<file path="config.mk">
export PLATFORM = sky130hd
export DESIGN_NAME = buffer_wr_ctrl
export DESIGN_NICKNAME = d
export VERILOG_FILES = /design/src/rtl/buffer_wr_ctrl.sv
export SDC_FILE = /design/constraint.sdc
export NUM_CORES = 1
export LEC_CHECK = 0
export CORE_UTILIZATION = 44
export CTS_CLUSTER_SIZE = 25
export DETAILED_ROUTE_END_ITERATION = 16
export PLACE_DENSITY_LB_ADDON = 0.3
export SLEW_MARGIN = 40
export SYNTH_ARGS = -nofsm -noshare
export SYNTH_HDL_FRONTEND = slang
export SYNTH_SLANG_ARGS = --single-unit
</file>
<file path="constraint.sdc">
create_clock -name clk -period 1.95 [get_ports clk]
set_input_delay 0.39 -clock clk [delete_from_list [all_inputs] [get_ports clk]]
set_output_delay 0.39 -clock clk [all_outputs]
set_load 0.1 [all_outputs]
</file>
<file path="src/rtl/buffer_wr_ctrl.sv">
// Write-port controller for the frame buffer: round-robin arbitration of two
// pixel writers onto the single write port, plus a full-buffer clear engine.
module buffer_wr_ctrl #(
  parameter int            AW      = 15,
  parameter int            DW      = 3,
  parameter logic [DW-1:0] CLR_VAL = '0
) (
  input  logic          clk,
  input  logic          reset,
  input  logic          req0_valid,
  input  logic [AW-1:0] req0_addr,
  input  logic [DW-1:0] req0_data,
  output logic          req0_ready,
  input  logic          req1_valid,
  input  logic [AW-1:0] req1_addr,
  input  logic [DW-1:0] req1_data,
  output logic          req1_ready,
  input  logic          clear_start,
  output logic          clear_busy,
  output logic          clear_done,
  output logic [AW-1:0] addr_in,
  output logic [DW-1:0] data_in,
  output logic          regwrite
);

  typedef enum logic {ARB, CLEAR} state_t;

  state_t        state_q, state_d;
  logic [AW-1:0] cnt_q, cnt_d;
  logic          last_q, last_d;     // 1: requester 1 was granted most recently
  logic [AW-1:0] addr_q, addr_d;
  logic [DW-1:0] data_q, data_d;
  logic          we_q, we_d;
  logic          busy_q, busy_d;
  logic          done_q, done_d;
  logic          grant0, grant1, arb_open;

  always_comb begin
    // NOTE: every signal gets a default before the case so no latch is inferred.
    state_d = state_q;
    cnt_d   = cnt_q;
    last_d  = last_q;
    addr_d  = addr_q;
    data_d  = data_q;
    we_d    = 1'b0;
    done_d  = 1'b0;

    // On contention the requester not served last wins.
    grant0   = req0_valid & (~req1_valid | last_q);
    grant1   = req1_valid & (~req0_valid | ~last_q);
    // Readies are held low in reset so nothing is handed over while flops are cleared.
    arb_open = reset & (state_q == ARB) & ~clear_start;
    req0_ready = arb_open & grant0;
    req1_ready = arb_open & grant1;

    unique case (state_q)
      ARB: begin
        if (clear_start) begin
          state_d = CLEAR;
          cnt_d   = '0;
        end else if (req0_ready) begin
          addr_d = req0_addr;
          data_d = req0_data;
          we_d   = 1'b1;
          last_d = 1'b0;
        end else if (req1_ready) begin
          addr_d = req1_addr;
          data_d = req1_data;
          we_d   = 1'b1;
          last_d = 1'b1;
        end
      end
      CLEAR: begin
        addr_d = cnt_q;
        data_d = CLR_VAL;
        we_d   = 1'b1;
        cnt_d  = cnt_q + 1'b1;
        if (cnt_q == '1) begin
          state_d = ARB;
          done_d  = 1'b1;
        end
      end
      default: state_d = ARB;
    endcase

    busy_d = (state_d == CLEAR);
  end

  always_ff @(posedge clk or negedge reset) begin
    if (!reset) begin
      state_q <= ARB;
      cnt_q   <= '0;
      last_q  <= 1'b1;
      addr_q  <= '0;
      data_q  <= '0;
      we_q    <= 1'b0;
      busy_q  <= 1'b0;
      done_q  <= 1'b0;
    end else begin
      // NOTE: non-blocking updates so every flop samples the pre-edge values.
      state_q <= state_d;
      cnt_q   <= cnt_d;
      last_q  <= last_d;
      addr_q  <= addr_d;
      data_q  <= data_d;
      we_q    <= we_d;
      busy_q  <= busy_d;
      done_q  <= done_d;
    end
  end

  assign addr_in    = addr_q;
  assign data_in    = data_q;
  assign regwrite   = we_q;
  assign clear_busy = busy_q;
  assign clear_done = done_q;

endmodule

</file>
==> impl_metrics.toml <==
[synth]
synth.largest_area_cell = "dfrtp_1"
yosysUniqueCellTypes = 37
postSynthCellCount = 171
syn_area_per_cell_um2 = 10.3
syn_nets = 213
synth-warning-count = 0
ys_seq_area_share_pct = 52.6
synth.area.top_cells = "dfrtp_1 (51%), nand2_1 (8.1%), a222oi_1 (7.4%)"
netlist_area_um2 = 1760
synth_top_cell_area_share_pct = 51.1
ys_ff_latch = 37

[clock_tree]
clockRootBuffer = "clkbuf_8"
htreeDepth = 2
clkSlewWorstSetupHoldPaths_ps = 70
postCtsSetupBuffers = 0
clock_latency_ps = 290
cts_tree = "built"
cts_sinks = 37
cts.path.max_buffers = 2
cts_buffers = 5

[finish]
syn2layout_area_growth_pct = 44.7
final_core_util_pct = 68.2
layout.nets = 284
drive_gt1_share_pct = 21.4
fin_area_um2 = 2550
diodes = 0

[hold_path]
min_path_type = "input port to async pin"

[pwr]
cellPowerDensity_nw_per_um2 = 1200
totalPowerFinal_mw = 3.06
p_leak_nw = 1.11
irDropWorstVdd_mv = 0.736

[setup_path]
worstSetupPathType = "input port to output port"
endpoint_kind = "output port"
critPathLaunchType = "input port"
crit_required_ps = 1560
worstPathArrival_ps = 1490
path_max_fanout = 4

[placed_design]
placed_cell_area_um2 = 2450
place_hpwl_mm = 3.38
portBuffers = 63
place.gp.congestion = 0.779

[global_route]
grt_util_all_layers_pct = 24.2
grt_max_degree = 38
grt_pass1_vias = 1559
antenna_found_initial = 0
grt_pass1_wl_mm = 7.58
grt.overflow.total = 0

[die]
die_width_um = 65.3
io_pins = 64
start_util_pct = 47.1
placementRows = 22
dieArea_um2 = 4270
die_h_um = 65.3
core_um2 = 3740

[timing]
fin_crit_ps = 1880
clock_skew_ps = 3.14
worstMarginPinSlew_ps = 468
clock.fmax_mhz = 532
rsz0062_at_grt = "no"
drv_slew = 0
relSlewSlack_pct = 68.8
fin_crit_sh_pct = 96.4
setup_viol = 0
timing.final.hold_violations = 0

[detailed_routing]
wire_per_inst_um = 15.8
drtPass1Iterations = 4
num_vias = 1631
viasPerCell = 5.60
routed_wl_mm = 4.60
drt_iter0_drc = 189
ant_nets = 0
drc_errors = 0

[outcome]
status = "finished, final reports clean"

[job]
maxCapViolCount = 0
-- where the power goes --
group | total, mW | switching [mW] | internal [mW]
clock network | 0.592 | 0.273 | 0.320
logic | 1.33 | 0.944 | 0.381
registers | 1.15 | 0.185 | 0.961
-- metal layers --
layer / up-vias / global-route usage, % / share of wire, %
met3: 8 / 6.77 / 6.8
li1: 799 / - / -
met4: 0 / 9.78 / 2.2
met1: 759 / 33.1 / 44
met5: - / 0 / 0
met2: 65 / 36.1 / 47
-- registers in the layout, indices dropped and copies added (netlist names) --
signal	cells
addr_in	15
clear_busy	1
clear_done	1
cnt_q	15
data_in	3
last_q	1
regwrite	1
-- layout make-up --
cell class | count | area, um2
tap | 48 | 60.1
clock inverter | 1 | 5.00
timing repair buffer | 73 | 681
clock buffer | 7 | 96.3
multi-input combinational | 121 | 767
fill | 316 | 1190
sequential | 37 | 928
inverter | 4 | 15.0
-- worst max-delay path, cell delays in order --
cell             delay, ps
clkdlybuf4s50_1        460
nor2_4                 180
o2111a_2               260
buf_12                 190
-- cells in the final DEF (no fill, tap or decap), types with 2 or more instances in the layout --
master,synthesis,final
clkdlybuf4s50_1,0,39
nand4_1,5,5
nor2_1,3,3
a222oi_1,13,13
inv_1,4,4
buf_12,0,3
o211ai_1,4,4
o31ai_1,4,4
buf_4,2,30
nand3_1,7,7
dfrtp_1,36,35
o21ai_0,11,11
nand2_1,38,38
clkbuf_8,0,7
and4_1,2,2
and3_1,3,3
mux2i_1,7,7
a21oi_1,5,5
nand3b_1,3,3
-- per-stage QoR --
step | hold WS [ps] | TNS, ps | cells | setup WS, ps
CTS | 202 | 0 | 291 | 36.1
global placement | 452 | 0 | 283 | 47.0
global route | 226 | 0 | 291 | 38.7
floorplan | 94.4 | 0 | 171 | 37.4
detailed placement | 461 | -28.5 | 283 | -15.8
finish | 201 | 0 | 291 | 70.3
-- synth_stat cells --
library cell  count
a21oi_1           5
a222oi_1         13
a31o_2            1
and2_1            1
and3_1            3
and4_1            2
and4_4            1
buf_1             1
buf_2             3
buf_4             2
buf_6             2
clkbuf_1          1
dfrtp_1          36
dfstp_2           1
ha_1              1
inv_1             4
mux2_2            1
mux2i_1           7
nand2_1          38
nand2_2           1
nand2b_1          1
nand3_1           7
nand3b_1          3
nand4_1           5
nor2_1            3
nor2_2            1
nor2b_1           1
nor4_2            1
o2111a_2          1
o211ai_1          4
o21a_1            1
o21ai_0          11
o21ai_2           1
o221ai_1          1
o311ai_1          1
o31ai_1           4
o41ai_1           1
-- cell families (layout without fill, tap and decap cells) --
kind of cell	after synthesis	after routing	synth area share [%]
AO/OA/AOI/OAI	44	44	18.9
adder cells (fa/ha/maj)	1	1	0.709
buffers and inverters	13	85	4.25
flip-flops	37	37	52.6
multiplexers	8	8	4.61
AND/OR/NAND/NOR	68	68	18.9
-- worst paths after layout --
kind | depth (start not counted) | slack, ps | startpoint | to
max | 4 | 70 | clear_start | req0_ready
min | 2 | 200 | reset | cnt_q[13]$_DFFE_PN0P_
max reg2reg | 5 | 350 | clear_busy$_DFF_PN0_ | cnt_q[9]$_DFFE_PN0P_
min reg2reg | 2 | 470 | addr_in[5]$_DFFE_PN0P_ | addr_in[5]$_DFFE_PN0P_
max in group asynchronous | 2 | 1400 | reset | last_q$_DFFE_PN1P_
min in group clk | 2 | 470 | addr_in[5]$_DFFE_PN0P_ | addr_in[5]$_DFFE_PN0P_
-- what timing repair did --
item | CTS | global route
endpoints found under the hold margin | 0 | 0
hold buffers | 0 | 0
gates resized for setup | 0 | 1
endpoints found under the setup margin | 0 | 2
(Power assumes the default switching activity.)
==> variant 1, RTL diff (same flow settings) <==
Change the parameter `DW` from 3 to 2.
--- a/src/rtl/buffer_wr_ctrl.sv
+++ b/src/rtl/buffer_wr_ctrl.sv
@@ -2,7 +2,7 @@
 // pixel writers onto the single write port, plus a full-buffer clear engine.
 module buffer_wr_ctrl #(
   parameter int            AW      = 15,
-  parameter int            DW      = 3,
+  parameter int            DW      = 2,
   parameter logic [DW-1:0] CLR_VAL = '0
 ) (
   input  logic          clk,
Interface: changed (resized data_in, req0_data and req1_data); port bits go from 64 to 61. No check against the original RTL was run, so the function may have changed too.
==> variant 1 against the original RTL <==
- global-route usage down 1.1 points
- power decreased by 5.3%
- first-iteration DRC count increased by 3.2%
- routed wire length is 4.7% lower
- utilization decreased by 0.17 points
- register-to-register slack got worse by 0.13 ns
- sequential cell count shrank 1
- area after synthesis is 4.2% lower
- final area is 2.5% lower
- setup slack worse by 0.0080 ns
- clock power fell by 6.8%
- synthesized cell count increased by 0.58%
==> variant 1: results (changes against the original RTL) <==
Outcome
  • Outcome: finished, final reports clean

Cells and area
  • Signal buffers: 72 (-1.4%)
  • Filler cells: 294 (-7.0%)
  • Inverters, non-clock: 6 (+2)
  • Fin cells: 291 (unchanged)
  • Fraction of area in multi-input gates: 29.2% (-0.85 points)
  • Clock Buffer Count: 7 (unchanged)
  • Clock tree cell share of total cell area: 3.77% (-0.20 points)
  • Seq/total area: 36.4% (about the same)
  • Layout cell share with drive strength beyond 1: 20.2% (-1.2 points)
  • Non-Clock Buffer Area Fraction: 27.3% (+0.67 points)

Routing
  • Iter 0 DRT Violations: 195 (+3.2%)
  • Via density per instance: 5.64 (+0.61%)
  • Router iterations before antenna repair: 6 (+2)
  • WL per Instance: 15.1 µm (-4.7%)

Placed design
  • Placer Congestion: 0.821 (+5.3%)
  • HPWL Detailed: 3340 µm (-1.1%)
  • Number of port buffers: 60 (-4.8%)

STA
  • Slew headroom: 75.6% (+6.8 points)
  • Skew final: 0.00702 ns (+0.00388 ns)

Power and ir drop
  • Clock network power: 0.552 mW (-6.8%)
  • PD cells: 1160 mW/mm² (-2.9%)
  • Gate power share: 42.2% (-1.1 points)
  • Worst vdd ir: 0.636 mV (-14%)
  • Leakage: 1.10 nW (-1.5%)
  • Internal: 1.56 mW (-6.2%)

Clock network
  • Clk sinks: 36 (-2.7%)
  • Clock buffer depth: 2 (unchanged)
  • CTS Hold Buffers Added: 0 (unchanged)

Synth
  • Mux cell area share after synthesis: 2.96% (-1.6 points)
  • Syn avg cell area: 9.83 µm² (-4.7%)
  • Post-synthesis xor/xnor area fraction: 0% (unchanged)
  • Post-synthesis compound-gate area fraction: 19.0% (+0.087 points)
  • Synth area leaders: dfrtp_1, nand2_1, a222oi_1
  • Netlist cell types: 33 (-11%)
  • Sequential fraction of the synthesis area: 53.4% (+0.81 points)
  • Adder-Cell Fraction of Synth Area: 0.740% (+0.031 points)

Worst setup path
  • RR Startpoint: cnt_q[1]$_DFFE_PN0P_
  • Critical path's slowest cell: dfrtp_4
  • Critical path startpoint: clear_busy$_DFF_PN0_
  • Reg2Reg Setup Slack: 0.22 ns (-0.13 ns)
  • CP delay by family, top: flip-flops
  • Max incr delay on CP: 0.55 ns (+0.09 ns)
  • Reg2reg end: clear_busy$_DFF_PN0_
  • R2R cell count: 5 (unchanged)
  • CP Max Fanout: 11 (+7)

Global route
  • First-pass GRT wire length: 7010 µm (-7.5%)
  • Largest net degree at the start of global routing: 26 (-32%)
  • GRT Total Usage: 23.1% (-1.1 points)
==> variant 1: cell count changes after synthesis, sizes merged, moves of 4 or more <==
cell | before | now
a21oi | 5 | 1
buf | 8 | 4
clkbuf | 1 | 5
nand2 | 39 | 43
nand3 | 7 | 11
o21ai | 12 | 16
==> variant 1: stage by stage <==
stage | instance area, µm² | setup slack, ns | setup TNS [ns] | hold slack, ns
2_1_floorplan | 1720 | -0.00461 | -0.00461 | 0.0944
3_3_place_gp | 2390 | -0.0213 | -0.0321 | 0.377
3_5_place_dp | 2390 | -0.0294 | -0.0689 | 0.385
4_1_cts | 2490 | 0.000233 | 0 | 0.0681
5_1_grt | 2490 | 0.0184 | 0 | 0.0905
6_report | 2490 | 0.0623 | 0 | 0.0813
==> variant 1: layer usage <==
layer,GRT usage (%),vias up,wire length (µm)
met1,30.1,766,1900
met3,5.18,8,291
li1,-,785,-
met4,9.38,0,57
met5,0,-,0
met2,37.0,82,2130
==> variant 2, RTL diff (config.mk and constraints unchanged) <==
Without the edit above. Make the reset (`reset`) synchronous in one clocked block.
--- a/src/rtl/buffer_wr_ctrl.sv
+++ b/src/rtl/buffer_wr_ctrl.sv
@@ -86,7 +86,7 @@
     busy_d = (state_d == CLEAR);
   end
 
-  always_ff @(posedge clk or negedge reset) begin
+  always_ff @(posedge clk) begin
     if (!reset) begin
       state_q <= ARB;
       cnt_q   <= '0;
Function: differs if reset is asserted again (counterexample within 4 cycles, from zero or initial values and one cycle with reset low); with reset held inactive, the same outputs for 10 cycles.
==> variant 2 against the original RTL <==
- worst hold slack gained 0.27 ns
- clock skew hardly changed
- final area rose by 0.64%
- routed wire length is 2.6% higher
- setup slack got worse by 0.049 ns
- area after synthesis shrank 0.43%
- critical path depth is 1 higher
- sequential cell count stayed put
Power is not compared: it rests on default switching activity, and its combinational part moved more than twofold at a synthesized area within 25%.
==> variant 2: results (changes against the original RTL) <==
Outcome
  • Outcome: finished, final reports clean

Global route
  • Largest net degree at the start of global routing: 18 (-53%)
  • GRT Total Usage: 24.7% (+0.52 points)
  • First-pass GRT wire length: 8050 µm (+6.3%)
  • Vias in the first global route: 1764 (+13%)

Placed design
  • Placed cell count: 318 (+12%)
  • HPWL Detailed: 3500 µm (+3.7%)
  • Placer Congestion: 0.797 (+2.3%)

Cells and area
  • Fin cells: 326 (+12%)
  • Filler cells: 338 (+7.0%)
  • Layout cell share with drive strength beyond 1: 21.6% (+0.18 points)
  • Antenna cells: 0 (unchanged)

Synth
  • Netlist cell types: 44 (+19%)
  • Synth Net Count: 248 (+16%)
  • Synth area leaders: dfxtp_1, a21oi_1, o221ai_1
  • Post-synthesis compound-gate area fraction: 27.9% (+9.0 points)
  • Syn avg cell area: 8.53 µm² (-17%)
  • Adder-Cell Fraction of Synth Area: 0.712% (+0.0030 points)
  • Main flop type after synthesis: dfxtp_1
  • Synth top cells by count: a21oi_1, dfxtp_1, nand2_1
  • Sequential fraction of the synthesis area: 42.2% (-10 points)
  • Mux cell area share after synthesis: 1.21% (-3.4 points)
  • Post-synthesis xor/xnor area fraction: 0.997% (+1.0 points)
  • Synth async-reset ratio: 0% (-100 points)

Routing
  • Via density per instance: 5.64 (+0.65%)
  • Iter 0 DRT Violations: 105 (-44%)

STA
  • Skew final: 0.00346 ns (+0.000329 ns)

Worst setup path
  • Critical path startpoint: reset
  • Crit path DAT: 1.54 ns (+0.05 ns)
  • CP Max Fanout: 5 (+1)

Hold path
  • Hold WC Path Type: reg -> reg
variant 2: cell families (layout without fill, tap and decap cells):
| family | after synthesis | after routing |
|---|---|---|
| flops | 37 | 37 |
| xor+xnor | 2 | 2 |
| buf+inv | 18 | 90 |
| fa+ha+maj | 1 | 1 |
| simple gates | 73 | 73 |
| compound gates | 73 | 73 |
| mux | 2 | 2 |
variant 2: per-layer routing:
layer / part of all wire (%) / global-route usage [%] / vias up
li1: - / - / 918
met1: 44 / 31.1 / 850
met2: 48 / 41.0 / 66
met3: 7.3 / 7.29 / 5
met4: 1.1 / 6.52 / 0
met5: 0 / 0 / -
variant 2: stage by stage:
stage,setup slack [ns],setup TNS (ns),instance area [µm²]
floorplan,0.179,0,1760
global placement,0.0175,0,2470
detailed placement,0.00637,0,2470
CTS,0.00115,0,2550
global route,-0.0190,-0.0190,2570
finish,0.0213,0,2570
variant 2: final cells by class:
| type | instances | area share, % |
|---|---|---|
| Multi-Input combinational cell | 151 | 36.4 |
| Sequential cell | 37 | 28.9 |
| Timing Repair Buffer | 78 | 28.2 |
| Clock buffer | 7 | 3.36 |
| Tap cell | 48 | 2.34 |
| Inverter | 5 | 0.828 |
variant 2: final timing paths:
check                            endpoint  slack, ns  cells after the start
hold / removal    data_in[2]$_SDFFE_PN0P_       0.47                      2
setup reg to reg   cnt_q[14]$_SDFFE_PN0P_       0.24                      4
setup / recovery               req0_ready       0.02                      5
hold reg to reg   data_in[2]$_SDFFE_PN0P_       0.47                      2
variant 2: report_power, final:
group | leakage [nW] | switching, mW | internal (mW)
clock network | 0.0443 | 0.261 | 0.280
registers | 0.303 | 0.0238 | 0.791
logic | 0.682 | 0.359 | 0.181
variant 2: tightest hold or removal path, cell delays in order, from the launching register on:
cell and delay (ns):
dfxtp_1 0.31, nand2_1 0.07, a221oi_2 0.05
